## config.mk

```make
export PLATFORM = sky130hd
export DESIGN_NAME = seq_muldiv
export DESIGN_NICKNAME = d
export VERILOG_FILES = /design/src/rtl/seq_muldiv.sv
export SDC_FILE = /design/constraint.sdc
export NUM_CORES = 1
export LEC_CHECK = 0
export BUFFER_PORTS_ARGS = -buffer_cell sky130_fd_sc_hd__buf_4
export CAP_MARGIN = 40
export CORE_ASPECT_RATIO = 0.5
export CORE_MARGIN = 4
export CORE_UTILIZATION = 55
export CTS_CLUSTER_SIZE = 16
export DETAILED_ROUTE_END_ITERATION = 10
export PLACE_DENSITY = 0.74
export SYNTH_ARGS = -nofsm -noshare
export SYNTH_HDL_FRONTEND = slang
export SYNTH_SLANG_ARGS = --single-unit
```

## constraint.sdc

```tcl
create_clock -name clk -period 7.4 [get_ports clk]
set_input_delay 1.48 -clock clk [delete_from_list [all_inputs] [get_ports clk]]
set_output_delay 1.48 -clock clk [all_outputs]
set_load 0.02 [all_outputs]
```

## src/rtl/seq_muldiv.sv

```systemverilog
// Iterative radix-2 multiply / divide unit with valid/ready handshake on both sides.
// One result bit per cycle: shift-add for MUL*, restoring division for DIV*/REM*.
//
// state | meaning
// IDLE  | waiting for a request, in_ready high
// RUN   | WIDTH iterations on operand magnitudes
// DONE  | result held on out until consumer takes it
module seq_muldiv #(
   parameter int WIDTH = 16
) (
   input  logic             clk,
   input  logic             rst_n,
   input  logic             in_valid,
   output logic             in_ready,
   input  logic [2:0]       op,
   input  logic [WIDTH-1:0] a,
   input  logic [WIDTH-1:0] b,
   output logic             out_valid,
   input  logic             out_ready,
   output logic [WIDTH-1:0] out,
   output logic             div_zero,
   input  logic             flush
);

   localparam int CW = $clog2(WIDTH + 1);

   typedef enum logic [1:0] {
      S_IDLE,
      S_RUN,
      S_DONE
   } state_t;

   state_t state, state_nx;

   logic [2:0]         op_q;
   logic               neg_q;
   logic [WIDTH-1:0]   opnd_q;
   logic [2*WIDTH-1:0] acc_q;
   logic [WIDTH:0]     rem_q;
   logic [CW-1:0]      cnt_q;

   logic             start, is_mul, is_signed, b_zero, fast, sign_in;
   logic [WIDTH-1:0] a_mag, b_mag;

   assign in_ready  = (state == S_IDLE);
   assign out_valid = (state == S_DONE);

   assign start     = in_valid && in_ready && !flush;
   assign is_mul    = (op <= 3'd2);
   assign is_signed = (op == 3'd2) || (op == 3'd5) || (op == 3'd6);
   assign b_zero    = (b == '0);
   assign fast      = (op == 3'd7) || (!is_mul && b_zero);
   assign a_mag     = (is_signed && a[WIDTH-1]) ? -a : a;
   assign b_mag     = (is_signed && b[WIDTH-1]) ? -b : b;
   // remainder takes the dividend's sign, everything else the product of signs
   assign sign_in   = is_signed && ((op == 3'd6) ? a[WIDTH-1] : (a[WIDTH-1] ^ b[WIDTH-1]));

   // one iteration step
   logic [WIDTH:0]     mul_sum;
   logic [2*WIDTH-1:0] mul_nx, div_nx, acc_nx, prod_neg;
   logic [WIDTH:0]     div_shift, rem_nx;
   logic [WIDTH+1:0]   div_diff;
   logic [WIDTH-1:0]   quo, rem_mag, result;

   always_comb begin
      mul_sum   = {1'b0, acc_q[2*WIDTH-1:WIDTH]} + {1'b0, opnd_q};
      mul_nx    = acc_q[0] ? {mul_sum, acc_q[WIDTH-1:1]} : {1'b0, acc_q[2*WIDTH-1:1]};
      div_shift = {rem_q[WIDTH-1:0], acc_q[WIDTH-1]};
      div_diff  = {1'b0, div_shift} - {2'b00, opnd_q};
      div_nx    = {acc_q[2*WIDTH-1:WIDTH], acc_q[WIDTH-2:0], ~div_diff[WIDTH+1]};
      rem_nx    = div_diff[WIDTH+1] ? div_shift : div_diff[WIDTH:0];
      acc_nx    = (op_q <= 3'd2) ? mul_nx : div_nx;
      prod_neg  = neg_q ? -acc_nx : acc_nx;
      quo       = neg_q ? -acc_nx[WIDTH-1:0] : acc_nx[WIDTH-1:0];
      rem_mag   = neg_q ? -rem_nx[WIDTH-1:0] : rem_nx[WIDTH-1:0];
      result    = '0;
      case (op_q)
         3'd0:       result = acc_nx[WIDTH-1:0];
         3'd1:       result = acc_nx[2*WIDTH-1:WIDTH];
         3'd2:       result = prod_neg[2*WIDTH-1:WIDTH];
         3'd3, 3'd5: result = quo;
         3'd4, 3'd6: result = rem_mag;
         default:    result = '0;
      endcase
   end

   always_ff @(posedge clk or negedge rst_n) begin
      if (!rst_n) state <= S_IDLE;
      else        state <= state_nx;
   end

   always_comb begin
      state_nx = state;
      case (state)
         S_IDLE: if (start) state_nx = fast ? S_DONE : S_RUN;
         S_RUN:  if (cnt_q == CW'(1)) state_nx = S_DONE;
         S_DONE: if (out_ready) state_nx = S_IDLE;
         default: state_nx = S_IDLE;
      endcase
      if (flush) state_nx = S_IDLE;
   end

   always_ff @(posedge clk or negedge rst_n) begin
      if (!rst_n) begin
         op_q     <= '0;
         neg_q    <= 1'b0;
         opnd_q   <= '0;
         acc_q    <= '0;
         rem_q    <= '0;
         cnt_q    <= '0;
         out      <= '0;
         div_zero <= 1'b0;
      end else if (start) begin
         op_q     <= op;
         neg_q    <= sign_in;
         cnt_q    <= CW'(WIDTH);
         rem_q    <= '0;
         div_zero <= fast && (op != 3'd7);
         // multiplier / dividend sits in the low half and shifts out one bit per cycle
         if (is_mul) begin
            opnd_q <= a_mag;
            acc_q  <= {{WIDTH{1'b0}}, b_mag};
         end else begin
            opnd_q <= b_mag;
            acc_q  <= {{WIDTH{1'b0}}, a_mag};
         end
         if (op == 3'd7)                     out <= '0;
         else if (fast)                      out <= ((op == 3'd3) || (op == 3'd5)) ? '1 : a;
      end else if ((state == S_RUN) && !flush) begin
         acc_q <= acc_nx;
         rem_q <= rem_nx;
         cnt_q <= cnt_q - CW'(1);
         if (cnt_q == CW'(1)) out <= result;
      end
   end

endmodule

```

---- Word-level counts from Yosys, hierarchy flattened ----
Index checks and enable logic that the tools add are counted.
Widths: inputs -> output; s select.
operators by class
  $add $sub $neg .......................... 8
  magnitude comparators ................... 2
  equal/unequal tests ..................... 19
  mux-type cells .......................... 30
  bitwise gates (word level) .............. 2
  reductions and logical operators ........ 23
operators with widths
  operator             count
  $mux 16              15
  $mux 32              5
  $pmux 16 s5          1
  $neg 16->16          4
  $neg 32->32          1
  $eq 3x3->1 const B   6
  $sub 17x16->18       1
  $add 16x16->17       1
  $logic_not 16->1     1
  $eq 3x2->1 const B   4
  $mux 2               5
  $mux 5               2
  $ne 3x1->1 const B   3
  $logic_and 1x1->1    8
  $le 3x2->1 const B   2
  $ne 3x3->1 const B   2
  $pmux 2 s3           1
  $reduce_and 3->1     2
  $eq 5x1->1 const B   1
  $sub 5x1->5 const B  1
  $logic_or 1x1->1     4
  $reduce_bool 2->1    2
  $reduce_or 2->1      2
  $eq 3x1->1 const B   1
  other kinds (8)      9
storage, ports and cells
  bits in registers ....................... 92
  bits of input ports ..................... 40
  output and inout bits ................... 19
  word-level logic and storage cells ...... 93

---- Longest topological paths before layout ----
  depth after elaboration ................. 9
  gate-level depth with buffers ........... 24
  depth with buffers taken out ............ 20

---- Worst setup path after synthesis ----
OpenSTA, ideal clock, no wires.
  path type ............................... register -> register
  start ................................... reg opnd_q[1]
  end ..................................... reg out[10]
  data arrival time ....................... 4.614 ns
  path slack .............................. 2.666 ns
  cell stages (with the launch flop) ...... 24
  path buffers ............................ 3
  path through ............................ dfrtp_1 > inv_1 > ha_1 > nor2b_1 > o2111a_1 > o311a_1 > a21o_1 > buf_6 > clkbuf_1 > buf_1 > nor2_1 > a21oi_1 > inv_1 > ha_1 > nand2_1 > or3_1 > a2111oi_0 > a41oi_1 > o31ai_1 > xor2_1 > a32o_1 > a21oi_1 > o221ai_1 > a31o_2
on the way
  word-level cells in the longest chain between the ends .. 9
  elaborated cells on any way between the ends .. 16
  classes of those cells .................. add/sub: 5; mux: 10; bitwise: 1
ends and longest elaborated chain
  element                                           line    text
  start, declared                                   37      logic [WIDTH-1:0] opnd_q;
  start signal, assigned                            121     opnd_q <= a_mag;
  start signal, assigned                            124     opnd_q <= b_mag;
  $add 16x16->17 or $sub 17x16->18 (tied branches)  66, 69
  $mux 32 or $not 1->1 (tied branches)              67, 70
  $mux 32                                           72      acc_nx = (op_q <= 3'd2) ? mul_nx : div_nx;
  $neg 32->32 or $neg 16->16 (tied branches)        73, 74
  $mux 32 or $mux 16 (tied branches)                73, 74
  $pmux 16 s5 *                                     77      case (op_q)
  $mux 16 *                                         133     if (cnt_q == CW'(1)) out <= result;
  $mux 16 *                                         129     end else if ((state == S_RUN) && !flush) begin
  $mux 16 *                                         113     end else if (start) begin
  end signal, assigned                              128     else if (fast) out <= ((op == 3'd3) || (op == 3'd5)) ? '1 : a;
  end signal, assigned                              133
  end, declared                                     20      output logic [WIDTH-1:0] out,
Every way passes the cells marked *; elsewhere a longest branch is shown, timed or not. The select of a mux whose other input is x is not followed.
A chain may end at the register's enable or synchronous reset.

---- Final worst setup path ----
Ends and elaborated chain as after synthesis.

==> impl_results.rst <==
.. list-table::
   :header-rows: 1

   * - Metric
     - Value
   * - Outcome
     - complete, no violations
   * - Biggest area contributors in the synthesized netlist
     - sky130_fd_sc_hd__dfrtp_1, sky130_fd_sc_hd__o21ai_0, sky130_fd_sc_hd__nand2_1
   * - Number of antenna violations at the first check in global routing
     - 0
   * - Count of cells resized by post-cts repair
     - 0
   * - Ordered cell list for the critical path
     - inv_1 -> ha_1 -> nor2b_1 -> o2111a_1 -> o311a_1 -> a21o_1 -> nor2_1 -> a21oi_1 -> inv_1 -> ha_1 -> nand2_1 -> or3_1 -> a2111oi_0 -> a41oi_1 -> o31ai_1 -> xor2_1 -> a32o_1 -> a21oi_1 -> o221ai_1 -> a31o_2
   * - Vias after detailed routing
     - 9258
   * - Syn nets
     - 1247
   * - Total die area
     - 0.01828 sq mm
   * - Critical path capture point type
     - flip-flop
   * - Power per cell area
     - 422.5 mW/mm^2
   * - Synthesized instance count
     - 1168
   * - Sort of element at the start of the critical path
     - flip-flop
   * - Largest net degree at the start of global routing
     - 53
   * - Number of nets in the final layout
     - 1264
   * - Worst slew margin
     - 0.3759
   * - Peak VDD IR
     - 0.0001776 V
   * - Number of H-tree levels
     - 3
   * - Sequential share of the synthesized area
     - 0.2606
   * - Overall power
     - 4.123 mW
   * - Area share of the leading cell type in the synthesized netlist
     - 0.2606
   * - Total buffers and inverters traversed by the critical path
     - 2
   * - DRT antenna net count
     - 0
   * - Crit-path max FO
     - 11
   * - Number of sinks driven by the clock tree
     - 92
   * - Minimum clock period after layout
     - 5.118 ns
   * - Number of setup violations in the final report
     - 0
   * - CTS max path bufs
     - 2
   * - P&R area growth vs syn
     - 10.47%
   * - Total global-route track usage
     - 0.3383
   * - Wire length per cell after detailed routing
     - 22.31 um
   * - Synthesized flop and latch total
     - 92
   * - Clock Tree Root
     - sky130_fd_sc_hd__clkbuf_16
   * - Width of the chip
     - 187.2 um
   * - Count of unique library cells instantiated by Yosys
     - 83
   * - Number of fill cells
     - 1407
   * - Final RePlAce weighted congestion
     - 0.9443
   * - Clock tree from TritonCTS
     - built
   * - Maximum cell stage delay along the critical path
     - 0.59 ns
   * - Number of buffers inserted by port buffering
     - 58
   * - Number of ports placed on the die boundary
     - 59
   * - Final hold vios
     - 0
   * - Number of synthesized flops with an enable pin
     - 0
   * - Area of the core region
     - 0.01557 sq mm
   * - Netlist area before placement
     - 0.008833 sq mm
   * - Number of maximum-capacitance violations
     - 0
   * - Largest area contributor in the netlist
     - sky130_fd_sc_hd__dfrtp_1
   * - Unrepaired setup endpoints after global routing
     - false
   * - Startpoint-to-endpoint class of the critical path
     - flip-flop to flip-flop
   * - Wire length of the first global-routing pass
     - 48890 um
   * - DIE HEIGHT
     - 97.62 um
   * - Number of global-route vias before repair
     - 8617
   * - Initial drt markers
     - 931
   * - Data arrival time of the critical path
     - 5.37 ns
   * - Post-detailed-route DRC marker count
     - 0
   * - Total Routed Length
     - 31100 um
   * - Total of warnings raised by yosys
     - 0
   * - Number of buffers inserted for hold repair after clock tree synthesis
     - 0
   * - Fraction of final layout cells with drive strength greater than 1
     - 0.1017
   * - Clock-pin slew reported for the worst setup and hold paths after clock tree synthesis
     - 0.07 ns
   * - Async S/R FF share, synth
     - 1.000
   * - Post-Syn Area per Cell
     - 7.563 sq um
   * - P_leak
     - 4.273 nW
   * - Count leader, synth
     - sky130_fd_sc_hd__nand2_1
   * - Total CTS buffers
     - 9
   * - Slowest library cell on the worst path
     - sky130_fd_sc_hd__a2111oi_0
   * - Share of the cycle needed by the critical path after routing
     - 0.6917
   * - Worst clock skew
     - 0.007657 ns
   * - GR Overflow Total
     - 0
   * - Effective utilization at floorplan
     - 0.5672
   * - Source-to-sink clock delay at the later pin of the worst-skew pair
     - 0.36 ns
   * - Post-synth top cells
     - sky130_fd_sc_hd__nand2_1, sky130_fd_sc_hd__o21ai_0, sky130_fd_sc_hd__a21oi_1, sky130_fd_sc_hd__nor2_1, sky130_fd_sc_hd__dfrtp_1
   * - Final antenna diode count
     - 0
   * - HPWL after detailed placement
     - 23780 um
   * - Number of core rows
     - 32
   * - Count of TritonRoute iterations in the first routing pass
     - 6
   * - Cell family with the largest share of critical-path delay
     - compound AO/OA/AOI/OAI gates
   * - Number of post-CTS setup repair buffers
     - 0
   * - Actual transition at the worst max-transition pin
     - 0.9290 ns
   * - Setup TNS Final
     - 0 ns
   * - Final Max Slew Viols
     - 0
   * - Required time at the worst-slack endpoint
     - 7.65 ns
   * - Hold crit path type
     - flip-flop to flip-flop
   * - Top_reg_cell synth
     - sky130_fd_sc_hd__dfrtp_1
   * - Highest Clock Rate
     - 195.4 MHz
   * - Mean number of vias per cell
     - 6.641
==> layout by cell type (no fill, tap or decap), types with 5 or more instances in the layout <==
cell type / count
sky130_fd_sc_hd__xnor2_1: 48
sky130_fd_sc_hd__or3_1: 15
sky130_fd_sc_hd__clkbuf_16: 9
sky130_fd_sc_hd__nand3_1: 24
sky130_fd_sc_hd__a211oi_1: 6
sky130_fd_sc_hd__a21oi_1: 92
sky130_fd_sc_hd__a221oi_1: 8
sky130_fd_sc_hd__o221ai_1: 9
sky130_fd_sc_hd__xor2_1: 44
sky130_fd_sc_hd__nor2b_1: 5
sky130_fd_sc_hd__o31ai_1: 11
sky130_fd_sc_hd__dfrtp_1: 92
sky130_fd_sc_hd__nor3b_1: 9
sky130_fd_sc_hd__o22ai_1: 11
sky130_fd_sc_hd__nand2b_1: 10
sky130_fd_sc_hd__o211ai_1: 19
sky130_fd_sc_hd__a22o_1: 12
sky130_fd_sc_hd__o21ai_0: 128
sky130_fd_sc_hd__a31oi_1: 13
sky130_fd_sc_hd__and2_1: 7
sky130_fd_sc_hd__ha_1: 37
sky130_fd_sc_hd__nand2_1: 169
sky130_fd_sc_hd__buf_4: 76
sky130_fd_sc_hd__mux2i_1: 25
sky130_fd_sc_hd__a21o_1: 15
sky130_fd_sc_hd__o41ai_1: 10
sky130_fd_sc_hd__o21a_1: 12
sky130_fd_sc_hd__a31o_2: 5
sky130_fd_sc_hd__a221o_1: 5
sky130_fd_sc_hd__o2111ai_1: 6
sky130_fd_sc_hd__or4_1: 6
sky130_fd_sc_hd__nor3_1: 15
sky130_fd_sc_hd__and3_1: 7
sky130_fd_sc_hd__nor2_1: 92
sky130_fd_sc_hd__inv_1: 40
==> final cells by class <==
type,count,area [sq um],area share
Clock buffer,11,252.7,0.02590
Clock inverter,5,82.58,0.008463
Inverter,41,153.9,0.01577
Multi-Input combinational cell,961,6086,0.6237
Sequential cell,92,2302,0.2359
Tap cell,204,255.2,0.02616
Timing Repair Buffer,80,625.6,0.06411
==> final timing paths <==
| check | end | depth (start not counted) | slack [ns] | start |
|---|---|---|---|---|
| min reg2reg | out[2] | 2 | 0.49 | out[2] |
| min in group asynchronous | cnt_q[1] | 1 | 1.11 | rst_n |
| min | out[2] | 2 | 0.49 | out[2] |
| max in group asynchronous | opnd_q[14] | 2 | 5.16 | rst_n |
| max | out[10] | 20 | 2.28 | opnd_q[1] |
| max reg2reg | out[10] | 20 | 2.28 | opnd_q[1] |
==> per-layer routing <==
layer	GRT usage	up-vias	wire, um
met3	0.1565	52	4500
met1	0.4708	4402	13500
met4	0.07382	0	589
met2	0.4785	510	12510
li1	-	4294	-
met5	0	-	0
==> worst register-to-register path, delay by kind of cell, from the launching register on <==
| family | cells | cell delay, ns |
|---|---|---|
| AOI/OAI and AO/OA | 11 | 3.06 |
| adders and majority gates | 2 | 0.48 |
| xor gates and xnor gates | 1 | 0.12 |
| and+or+nand+nor | 4 | 0.69 |
| DFF | 1 | 0.45 |
| buffers and inverters | 2 | 0.20 |
==> power breakdown <==
group / total (mW) / switching [mW] / internal (mW)
logic: 2.72 / 1.71 / 1.01
registers: 0.865 / 0.192 / 0.672
clock network: 0.539 / 0.222 / 0.316
total: 4.12 / 2.12 / 2.00
==> through the flow <==
step	std cells	area, sq um	hold slack [ns]	util	worst slack [ns]
final	1394	9758	0.4912	0.6265	2.282
after global routing	1394	9758	0.5073	0.6265	1.799
after CTS	1392	9736	0.4935	0.6251	2.406
after detailed placement	1376	9400	0.4768	0.6036	2.431
after global placement	1374	9368	0.4765	0.6015	2.512
after floorplan	1168	8833	0.4746	-	2.666
==> sequential cells by signal, indices dropped and copies added (netlist names), 2 cells and up <==
| signal | count |
|---|---|
| acc_q | 32 |
| opnd_q | 16 |
| out | 16 |
| rem_q | 16 |
| cnt_q | 5 |
| op_q | 3 |
| state | 2 |
==> cell families after synthesis <==
family | after synthesis | synth area share
flip-flops | 92 | 0.2606
AO/OA/AOI/OAI | 414 | 0.3038
multiplexers | 29 | 0.03343
buffers and inverters | 115 | 0.05184
AND/OR/NAND/NOR | 387 | 0.2021
adder cells (fa/ha/maj) | 39 | 0.05694
XOR/XNOR | 92 | 0.09122
Note: power is estimated with default switching activity, not from simulation.
